$ cat config.mk
export PLATFORM = sky130hd
export DESIGN_NAME = prng_arbiter
export DESIGN_NICKNAME = d
export VERILOG_FILES = /design/src/rtl/prng_arbiter.sv
export SDC_FILE = /design/constraint.sdc
export NUM_CORES = 1
export LEC_CHECK = 0
export BUFFER_PORTS_ARGS = -buffer_cell sky130_fd_sc_hd__buf_4
export CORE_MARGIN = 2
export CORE_UTILIZATION = 25
export DETAILED_ROUTE_END_ITERATION = 8
export PLACE_DENSITY = 0.43
export SKIP_LAST_GASP = 1
export SLEW_MARGIN = 20
export SYNTH_ARGS = -nofsm -noshare
export SYNTH_HDL_FRONTEND = slang
export SYNTH_SLANG_ARGS = --single-unit
$ cat constraint.sdc
create_clock -name clk -period 3.6 [get_ports clk]
set_clock_uncertainty 0.05 [all_clocks]
set_input_delay 0.54 -clock clk [delete_from_list [all_inputs] [get_ports clk]]
set_output_delay 0.54 -clock clk [all_outputs]
set_load 0.02 [all_outputs]
$ cat src/rtl/prng_arbiter.sv
// Shares one free-running PRNG among NREQ requesters with round-robin, one-cycle grants.
// Latency: req sampled at edge n -> gnt/rnd_valid/rnd_out registered at edge n; seeding costs 1+SETTLE cycles.
// Backpressure: none; requesters hold req until they see gnt, and req/reseed are ignored while busy.
module prng_arbiter #(
  parameter int WIDTH         = 8,
  parameter int NREQ          = 4,
  parameter int SETTLE        = 2,
  parameter int RESEED_PERIOD = 64,
  localparam int CW = (RESEED_PERIOD > 0) ? $clog2(RESEED_PERIOD + 1) : 1
) (
  input  logic             clk,
  input  logic             rst_n,
  output logic             prng_set,
  input  logic [WIDTH-1:0] prng_q,
  input  logic [NREQ-1:0]  req,
  input  logic             reseed,
  output logic [NREQ-1:0]  gnt,
  output logic [WIDTH-1:0] rnd_out,
  output logic             rnd_valid,
  output logic             busy,
  output logic [CW-1:0]    draw_cnt
);

  localparam int  PW    = $clog2(NREQ);
  localparam int  SCW   = (SETTLE > 1) ? $clog2(SETTLE) : 1;
  localparam bit  AUTO  = (RESEED_PERIOD > 0);
  localparam int  RP_M1 = (RESEED_PERIOD > 0) ? RESEED_PERIOD - 1 : 0;

  typedef enum logic [1:0] {
    S_INIT,
    S_SEED,
    S_SETTLE,
    S_IDLE
  } state_t;

  state_t           state_q, state_d;
  logic [PW-1:0]    ptr_q, ptr_d;
  logic [CW-1:0]    cnt_q, cnt_d;
  logic [SCW-1:0]   settle_q, settle_d;
  logic [NREQ-1:0]  gnt_q, gnt_d;
  logic             rnd_valid_q, rnd_valid_d;
  logic [WIDTH-1:0] rnd_out_q, rnd_out_d;

  logic [NREQ-1:0]  elig;
  logic             win_vld;
  logic [PW-1:0]    win;

  // Round-robin search starting at ptr; the requester granted this cycle is masked
  // so a lone requester holding req is served at most every other cycle.
  always_comb begin
    elig    = req & ~gnt_q;
    win_vld = 1'b0;
    win     = '0;
    for (int k = 0; k < NREQ; k++) begin
      int idx;
      idx = int'(ptr_q) + k;
      if (idx >= NREQ) idx = idx - NREQ;
      if (!win_vld && elig[idx]) begin
        win_vld = 1'b1;
        win     = PW'(idx);
      end
    end
  end

  // Next-state logic: seeding sequence, then grant issue and auto-reseed in IDLE.
  always_comb begin
    state_d     = state_q;
    ptr_d       = ptr_q;
    cnt_d       = cnt_q;
    settle_d    = settle_q;
    gnt_d       = '0;
    rnd_valid_d = 1'b0;
    rnd_out_d   = rnd_out_q;
    case (state_q)
      S_INIT: begin
        state_d = S_SEED;
      end
      S_SEED: begin
        state_d  = S_SETTLE;
        cnt_d    = '0;
        settle_d = '0;
      end
      S_SETTLE: begin
        if (settle_q == SCW'(SETTLE - 1)) begin
          state_d  = S_IDLE;
          settle_d = '0;
        end else begin
          settle_d = settle_q + 1'b1;
        end
      end
      S_IDLE: begin
        if (reseed) begin
          // Reseed wins over any pending request; no grant this edge.
          state_d = S_SEED;
        end else if (win_vld) begin
          gnt_d[win]  = 1'b1;
          rnd_valid_d = 1'b1;
          rnd_out_d   = prng_q;
          ptr_d       = (win == PW'(NREQ - 1)) ? '0 : win + 1'b1;
          cnt_d       = cnt_q + 1'b1;
          // The grant that reaches the period is still delivered; seeding follows.
          if (AUTO && (cnt_q == CW'(RP_M1))) begin
            state_d = S_SEED;
          end
        end
      end
      default: begin
        state_d = S_INIT;
      end
    endcase
  end

  // State and registered outputs; async reset clears grants at once.
  always_ff @(posedge clk or negedge rst_n) begin
    if (!rst_n) begin
      state_q     <= S_INIT;
      ptr_q       <= '0;
      cnt_q       <= '0;
      settle_q    <= '0;
      gnt_q       <= '0;
      rnd_valid_q <= 1'b0;
      rnd_out_q   <= '0;
    end else begin
      state_q     <= state_d;
      ptr_q       <= ptr_d;
      cnt_q       <= cnt_d;
      settle_q    <= settle_d;
      gnt_q       <= gnt_d;
      rnd_valid_q <= rnd_valid_d;
      rnd_out_q   <= rnd_out_d;
    end
  end

  assign prng_set  = (state_q == S_SEED);
  assign busy      = (state_q != S_IDLE);
  assign gnt       = gnt_q;
  assign rnd_valid = rnd_valid_q;
  assign rnd_out   = rnd_out_q;
  assign draw_cnt  = cnt_q;

endmodule
* Word-level counts from Yosys, hierarchy flattened
Index checks and enable logic that the tools add are counted.
** Operators by class
- Magnitude comparators :: 10
- Equal/unequal tests :: 11
- $add $sub $neg :: 10
- Reductions and logical operators :: 13
- Bitwise gates (word level) :: 3
- Multiplexer cells :: 43
** Operators with widths (number)
- less-than comparator 32 x 4 -> 1 bit, second input constant :: 4
- 2-to-1 mux 32 bit :: 4
- 2-to-1 mux 2 bit :: 9
- 2-to-1 mux 1 bit :: 17
- 2-to-1 mux 7 bit :: 2
- one-hot mux 7 bit (2 select lines) :: 1
- 2-to-1 mux 4 bit :: 3
- subtractor 3 x 3 -> 4 bit, second input constant :: 3
- greater-or-equal comparator 3 bit, second input constant :: 3
- AND reduction 3 bit :: 3
- binary-select mux 1 bit (select 2 bit) :: 4
- inequality test 2 bit, second input constant :: 4
- one-hot mux 2 bit (4 select lines) :: 1
- adder 7 x 1 -> 7 bit, second input constant :: 1
- == test 7 x 6 -> 1 bit, second input constant :: 1
- adder 2 x 2 -> 3 bit, second input constant :: 2
- == test 2 bit, second input constant :: 3
- inequality test 3 bit, second input constant :: 2
- bitwise AND 4 bit :: 1
- logical AND 1 bit :: 4
- inverter 4 bit :: 1
- nonzero test 2 bit :: 2
- subtractor 2 x 3 -> 4 bit, second input constant :: 1
- adder 2 x 1 -> 3 bit, second input constant :: 1
- 11 further kinds :: 13
** Storage, ports and cells
- Input port bits :: 15
- Output and inout port bits :: 22
- Register bits :: 25

* Longest topological paths before layout
Gate-level depths: netlist of the first run.
- Word-level depth :: 22
- Gate-level depth with buffers :: 8
- Depth with buffers taken out :: 7

* Worst setup path before layout of the first run
Ideal clock, no wire load.
- Kind :: input port to flip-flop
- Start :: input port req[2]
- End :: register cnt_q[5] (netlist: draw_cnt[5])
- Arrival time :: 1.734 ns
- Buffers on the path :: 2
- Required time :: 3.424 ns
- Slack :: 1.690 ns
- Stages on the path :: 6
- Cell sequence :: nor2b_4 > buf_6 > o41ai_4 > buf_4 > nor3_1 > a311o_1
** On the way
- Cells in the longest elaborated chain, start to end :: 16
** Ends and longest elaborated chain
- start, declared :: line 15 : input logic [NREQ-1:0] req,
- bitwise AND 4 bit * :: line 51 : elig = req & ~gnt_q;
- binary-select mux 1 bit (select 2 bit) :: line 58 : if (!win_vld && elig[idx]) begin
- 2-to-1 mux 1 bit (not written as such) (2 in series) :: line 58
- 2-to-1 mux 1 bit :: line 58
- logical NOT 1 bit :: line 58
- logical AND 1 bit :: line 58
- 2-to-1 mux 1 bit :: line 58
- logical NOT 1 bit :: line 58
- logical AND 1 bit :: line 58
- 2-to-1 mux 1 bit :: line 58
- logical NOT 1 bit :: line 58
- logical AND 1 bit :: line 58
- 2-to-1 mux 1 bit * :: line 58
- inequality test 2 bit (no line) *
- AND reduction 3 bit (no line) *
- end signal, assigned :: line 126 : cnt_q <= cnt_d;
- end, declared :: line 38 : logic [CW-1:0] cnt_q, cnt_d;
Every way passes the cells marked *; elsewhere a longest branch is shown, timed or not. The select of a mux whose other input is x is not followed.
A chain may end at the register's enable or synchronous reset.

* Worst setup path after layout of the first run
- Start :: input port req[0]
- End :: register cnt_q[5] (netlist: draw_cnt[5])
The elaborated chain is that of the path after synthesis.

==> reports/qor.csv, run 1 <==
stage,metric,value,unit
place,dp.cells,246,
clocking,htree_levels,1,
critical_path,reg2reg_from,gnt[0],
drt,drc,0,
synth,synth.largest_area_cell,dfrtp_1,
die,dieArea,6062,sq um
global_routing,grt_pass1_wl,5181,microns
drt,ant_nets,0,
critical_path,crit_path_start,req[0],
finish,fill_cells,540,
finish,drive_gt1_frac,0.2556,
clocking,cts_made_buffers,3,
global_routing,grt_pass1_vias,1088,
clocking,cts_hold_buf,0,
critical_path,cp-start-kind,input pin,
synth,synthCells,144,
clocking,post_cts_buffers,0,
critical_path,crit_path_max_fanout,19,
synth,synth.area.top_cells,"dfrtp_1 46%, nand2_1 11%, ha_1 8.3%",
finish,syn_to_final_growth,27.80,%
timing,worst_slack,1.357,ns
clocking,cts_root_buffer,clkbuf_8,
min_path,hold_path_class,input pin to asynchronous set/reset pin,
global_routing,track_usage,0.1066,
global_routing,grt_start_max_net_pins,26,
synth,yosys_warnings,0,
timing,tns,0,ns
synth,syn-num-nets,168,
timing,post-route-period-util,0.6231,
timing,grt_setup_unrepaired,false,
critical_path,crit_required,3.71,ns
place,portBuffers,36,
finish,insertedDiodeCount,0,
drt,wl_per_cell,12.36,microns
power_and_ir_drop,ir_worst_vdd,265.2,uV
clocking,cts_buffer_depth,2,
critical_path,endpoint_kind,flop,
clocking,clock_sinks,25,
power_and_ir_drop,leakage,0.0008877,uW
die,ios,37,
critical_path,critPathArrivalTime,2.35,ns
timing,worst_pin_slew,0.6869,ns
drt,first_pass_iters,4,
synth,ys_ff_latch,25,
clocking,worstSkewPairLatency,0.27,ns
drt,num_vias,1118,
place,dp_slack,1.008,ns
timing,finalSetupViolations,0,
critical_path,timing.critical_path.cells,buf_4 -> nor2b_1 -> o41ai_4 -> inv_2 -> and3_1 -> a311o_1,
synth,yosysSeqAreaShare,0.4587,
die,fp.dieW,77.86,microns
die,die_y,77.86,microns
clocking,cts_resized,0,
global_routing,overflow,0,
die,row_count,26,
status,status,"complete, no violations",
synth,ys_types,36,
drt,wirelength,3091,microns
timing,fmax,445.8,MHz
synth,syn_avg_cell_area,9.471,sq um
clocking,clkTransAtPathRegs,0.09,ns
critical_path,cp_top_family,compound AO/OA/AOI/OAI gates,
place,gp_congestion,0.7814,
timing,relSlewSlack,0.5405,
place,dp_hpwl,2239,microns
critical_path,slowest_delay,0.69,ns
die,fp.coreArea,5172,sq um
finish,fin_util,0.3370,
place,dpl_cell_area,1697,sq um
critical_path,crit_buf_inv,2,
timing,finalCriticalPeriod,2.243,ns
synth,synth_top_cell_area_share,0.4587,
finish,nNetsFinal,205,
flow_run,max_cap_viol_count,0,
power_and_ir_drop,powerDensity,703.4,nW/um^2
critical_path,critical-path-slowest-cell,o41ai_4,
finish,fin_cells,250,
die,initial_core_util,0.2637,
drt,vias_per_cell,4.472,
drt,dr.first_iter.drc_count,83,
synth,synth_area,1364,sq um
finish,final_cell_area,1743,sq um
timing,hold_viol,0,
critical_path,crit_type,input pin to flop,
timing,drv_slew,0,
clocking,cts_tree,built,
global_routing,antenna_found_initial,0,
-- sequential cells by signal, indices dropped and copies added, names as in the netlist --
signal and cells:
settle_q 1, rnd_valid 1, draw_cnt 7, state_q 2, rnd_out 8, ptr_q 2
gnt 4
-- per-stage QoR --
stage | total power, uW | hold WS, ns
after global placement | 1073 | 0.4085
after detailed placement | 1071 | 0.4174
after floorplan | 855.8 | 0.1944
after CTS | 1249 | 0.1253
after global routing | 1330 | 0.1435
final | 1226 | 0.1108
-- cells in the final DEF (no fill, tap or decap), types with 2 or more instances in the layout --
| master | synthesis | layout |
|---|---|---|
| a21oi_1 | 2 | 2 |
| and2_1 | 4 | 4 |
| and3_1 | 2 | 2 |
| buf_4 | 1 | 37 |
| clkbuf_8 | 0 | 3 |
| dfrtp_1 | 25 | 25 |
| ha_1 | 9 | 9 |
| inv_1 | 4 | 4 |
| mux2i_1 | 2 | 2 |
| nand2_1 | 39 | 39 |
| nand2b_1 | 3 | 3 |
| nand3_1 | 7 | 7 |
| nor2_1 | 3 | 3 |
| nor2b_1 | 5 | 5 |
| nor3_1 | 4 | 4 |
| nor4_1 | 3 | 3 |
| o21a_1 | 2 | 2 |
| o21ai_0 | 6 | 6 |
| o221ai_1 | 2 | 2 |
| o2bb2ai_1 | 2 | 2 |
| o311a_1 | 2 | 2 |
-- power breakdown --
group | total, uW | switching [uW] | internal (uW) | leakage (uW)
clock network | 169 | 91.1 | 77.4 | 0.0000255
registers | 459 | 87.2 | 372 | 0.000324
logic | 598 | 344 | 254 | 0.000539
total | 1230 | 522 | 704 | 0.000888
-- worst register-to-register path, stage by stage (launching register included) --
cell and delay [ns]:
dfrtp_1 0.40, nor2b_1 0.12, o41ai_4 0.69, inv_2 0.31, and3_1 0.25, a311o_1 0.27
-- final timing paths --
path | end | cells after the start | slack (ns)
worst max-delay path | draw_cnt[5] | 6 | 1.36
worst min-delay path | draw_cnt[2] | 1 | 0.11
worst max register to register | draw_cnt[5] | 5 | 1.40
worst min register to register | rnd_out[0] | 2 | 0.44
max in group asynchronous | ptr_q[0] | 1 | 3.12
min in group clk | rnd_out[5] | 3 | 0.41
-- logic make-up after synthesis --
group | after synthesis | synth area share
fa+ha+maj | 9 | 0.08257
simple gates | 74 | 0.2605
xor+xnor | 1 | 0.006423
flops | 25 | 0.4587
mux | 3 | 0.02294
buf+inv | 10 | 0.03761
compound gates | 22 | 0.1312
-- synthesized netlist by cell type --
cell and instances:
nand2_1 39, dfrtp_1 25, ha_1 9, nand3_1 7, o21ai_0 6, nor2b_1 5
and2_1 4, inv_1 4, nor3_1 4, nand2b_1 3, nor2_1 3, nor4_1 3
a21oi_1 2, and3_1 2, buf_2 2, mux2i_1 2, o21a_1 2, o221ai_1 2
o2bb2ai_1 2, o311a_1 2, a21o_1 1, a22o_1 1, a22oi_1 1, a311o_1 1
and3b_1 1, buf_4 1, buf_6 1, clkbuf_1 1, inv_2 1, mux2_2 1
nor2b_4 1, nor3b_1 1, o31ai_1 1, o41ai_4 1, or2_2 1, xor2_1 1
-- metal layers --
metal	part of all wire	GRT usage
met5	0	0
met4	0.0055	0.03214
met2	0.45	0.1629
met3	0.049	0.02791
met1	0.50	0.1469
-- cell type report --
type,count,area [sq um],share of cell area
tap,70,87.58,0.05025
timing repair buffer,37,277.8,0.1594
sequential,25,625.6,0.3589
multi-input combinational,109,686.9,0.3941
clock inverter,1,5.005,0.002872
clock buffer,3,41.29,0.02369
inverter,5,18.77,0.01077
Note: power is estimated with default switching activity, not from simulation.
==> inputs of run 2 (changes only) <==
--- a/config.mk
+++ b/config.mk
@@ -9,7 +9,7 @@
 export CORE_MARGIN = 2
 export CORE_UTILIZATION = 25
 export DETAILED_ROUTE_END_ITERATION = 8
-export PLACE_DENSITY = 0.43
+export PLACE_DENSITY = 0.45
 export SKIP_LAST_GASP = 1
 export SLEW_MARGIN = 20
 export SYNTH_ARGS = -nofsm -noshare
==> constraint.sdc (replaced) <==
create_clock -name clk -period 2 [get_ports clk]
set_clock_uncertainty 0.05 [all_clocks]
set_input_delay 0.3 -clock clk [delete_from_list [all_inputs] [get_ports clk]]
set_output_delay 0.3 -clock clk [all_outputs]
set_load 0.02 [all_outputs]
==> reports/qor.csv, run 2 (synthesis gave the netlist of run 1 again) <==
stage,metric,value,unit,change
status,status,"complete, no violations",,
clocking,cts_tree,built,,
timing,finalCriticalPeriod,1.829,ns,
critical_path,crit_type,flop to flop,,
die,die_y,77.86,microns,unchanged
clocking,cts_hold_buf,1,,+1
die,fp.dieW,77.86,microns,unchanged
drt,ant_nets,0,,unchanged
clocking,cts_resized,0,,unchanged
clocking,cts_buffer_depth,2,,unchanged
finish,syn_to_final_growth,31.47,%,
global_routing,overflow,0,,unchanged
timing,finalSetupViolations,0,,unchanged
drt,first_pass_iters,4,,unchanged
place,gp_congestion,0.8328,,+6.6%
global_routing,track_usage,0.1146,,+0.007992
global_routing,grt_pass1_vias,1213,,+11%
critical_path,crit_required,2.12,ns,-1.59 ns
place,dp_hpwl,2448,microns,+9.3%
critical_path,reg2reg_from,state_q[0],,
power_and_ir_drop,combPwrFrac,0.506,,+0.018
finish,layout_commonest_cell,buf_4,,
power_and_ir_drop,ir_worst_vdd,518.3,uV,+95%
global_routing,grt_start_max_net_pins,26,,unchanged
power_and_ir_drop,intPower,1310,uW,+86%
drt,vias_per_cell,4.430,,-0.95%
power_and_ir_drop,power_frac_clock,0.140,,+0.003
critical_path,crit_path_max_fanout,12,,-7
finish,largest_reg_flops,8,,unchanged
timing,fmax,546.7,MHz,
timing,tns,0,ns,unchanged
die,initial_core_util,0.2637,,unchanged
finish,nNetsFinal,211,,+2.9%
min_path,worstHoldStart,prng_q[0],,
critical_path,cp-start-kind,flop,,
die,fp.coreArea,5172,sq um,unchanged
finish,fin_cells,256,,+2.4%
place,dp.cells,251,,+2.0%
critical_path,endpoint_kind,flop,,
drt,wirelength,3258,microns,+5.4%
clocking,clkTransAtPathRegs,0.10,ns,about the same
die,row_count,26,,unchanged
power_and_ir_drop,sequentialPowerShare,0.353,,-0.022
place,portBuffers,36,,unchanged
finish,drive_gt1_frac,0.2742,,+0.01864
clocking,cts_made_buffers,3,,unchanged
timing,post-route-period-util,0.9146,,
power_and_ir_drop,powerDensity,1281,nW/um^2,+82%
flow_run,max_cap_viol_count,0,,unchanged
die,dieArea,6062,sq um,unchanged
timing,relSlewSlack,0.7238,,+0.1833
drt,wl_per_cell,12.73,microns,+2.9%
global_routing,grt_pass1_wl,5713,microns,+10%
drt,num_vias,1134,,+1.4%
finish,insertedDiodeCount,0,,unchanged
timing,hold_viol,0,,unchanged
die,ios,37,,unchanged
finish,mostFrequentLayoutCells,"42 x buf_4, 39 x nand2_1, 25 x dfrtp_1",,
clocking,post_cts_buffers,0,,unchanged
power_and_ir_drop,leakage,0.0009133,uW,+2.9%
critical_path,crit_path_start,state_q[0],,
critical_path,critPathArrivalTime,1.94,ns,-0.41 ns
min_path,hold_path_class,input pin to flop,,
clocking,cts_root_buffer,clkbuf_8,,
timing,worst_pin_slew,0.4135,ns,-0.2734 ns
place,dpl_cell_area,1734,sq um,+2.2%
drt,dr.first_iter.drc_count,72,,-13%
clocking,htree_levels,1,,unchanged
finish,final_cell_area,1793,sq um,+2.9%
global_routing,antenna_found_initial,0,,unchanged
timing,grt_setup_unrepaired,false,,
power_and_ir_drop,swShare,0.4296,,+0.003688
clocking,clock_sinks,25,,unchanged
timing,drv_slew,0,,unchanged
drt,drc,0,,unchanged
power_and_ir_drop,p_sw,987.0,uW,+89%
clocking,worstSkewPairLatency,0.27,ns,about the same
## run 2: critical path: stages (launching register included)
cell and delay [ns]:
dfrtp_1 0.44, ha_1 0.25, nor2b_1 0.13, buf_4 0.14, o41ai_4 0.07, inv_2 0.18
and3_1 0.20, a311o_1 0.26
## run 2: worst paths after layout
kind / to / slack, ns / cells past startpoint
min in group asynchronous: draw_cnt[3] / 0.41 / 2
max reg2reg: draw_cnt[5] / 0.17 / 7
min: rnd_out[0] / 0.16 / 3
max in group asynchronous: gnt[2] / 1.24 / 2
min reg2reg: rnd_out[0] / 0.44 / 2
max: draw_cnt[5] / 0.17 / 7
## run 2: layout make-up
| class | instances | area, sq um |
|---|---|---|
| Fill cell | 551 | 3379 |
| Clock buffer | 3 | 41.29 |
| Sequential cell | 25 | 625.6 |
| Multi-Input combinational cell | 109 | 686.9 |
| Tap cell | 70 | 87.58 |
| Inverter | 5 | 18.77 |
| Clock inverter | 1 | 7.507 |
| Timing Repair Buffer | 43 | 325.3 |
## run 2: stage by stage
| stage | setup WS (ns) | util | total power [uW] | hold WS, ns |
|---|---|---|---|---|
| after global routing | 0.05880 | 0.3466 | 2501 | 0.1610 |
| after CTS | 0.1628 | 0.3466 | 2320 | 0.1587 |
| after floorplan | 0.2090 | - | 1540 | -0.04559 |
| after global placement | 0.1599 | 0.3353 | 1974 | 0.1801 |
| final | 0.1708 | 0.3466 | 2297 | 0.1594 |
| after detailed placement | 0.1236 | 0.3353 | 1993 | 0.1815 |
## run 2: power groups by stage
stage | sequential, uW | clock (uW) | combinational, uW
2_1_floorplan | 932 | 0 | 608
3_3_place_gp | 813 | 0 | 1160
3_5_place_dp | 818 | 0 | 1180
4_1_cts | 812 | 330 | 1180
5_1_grt | 847 | 349 | 1300
6_report | 812 | 323 | 1160
## run 2: layer usage
metal	GRT usage	wire [microns]	vias to the layer above
li1	-	-	574
met1	0.1573	1575	537
met2	0.1819	1524	21
met3	0.02209	142	2
met4	0.03393	16	0
met5	0	0	-
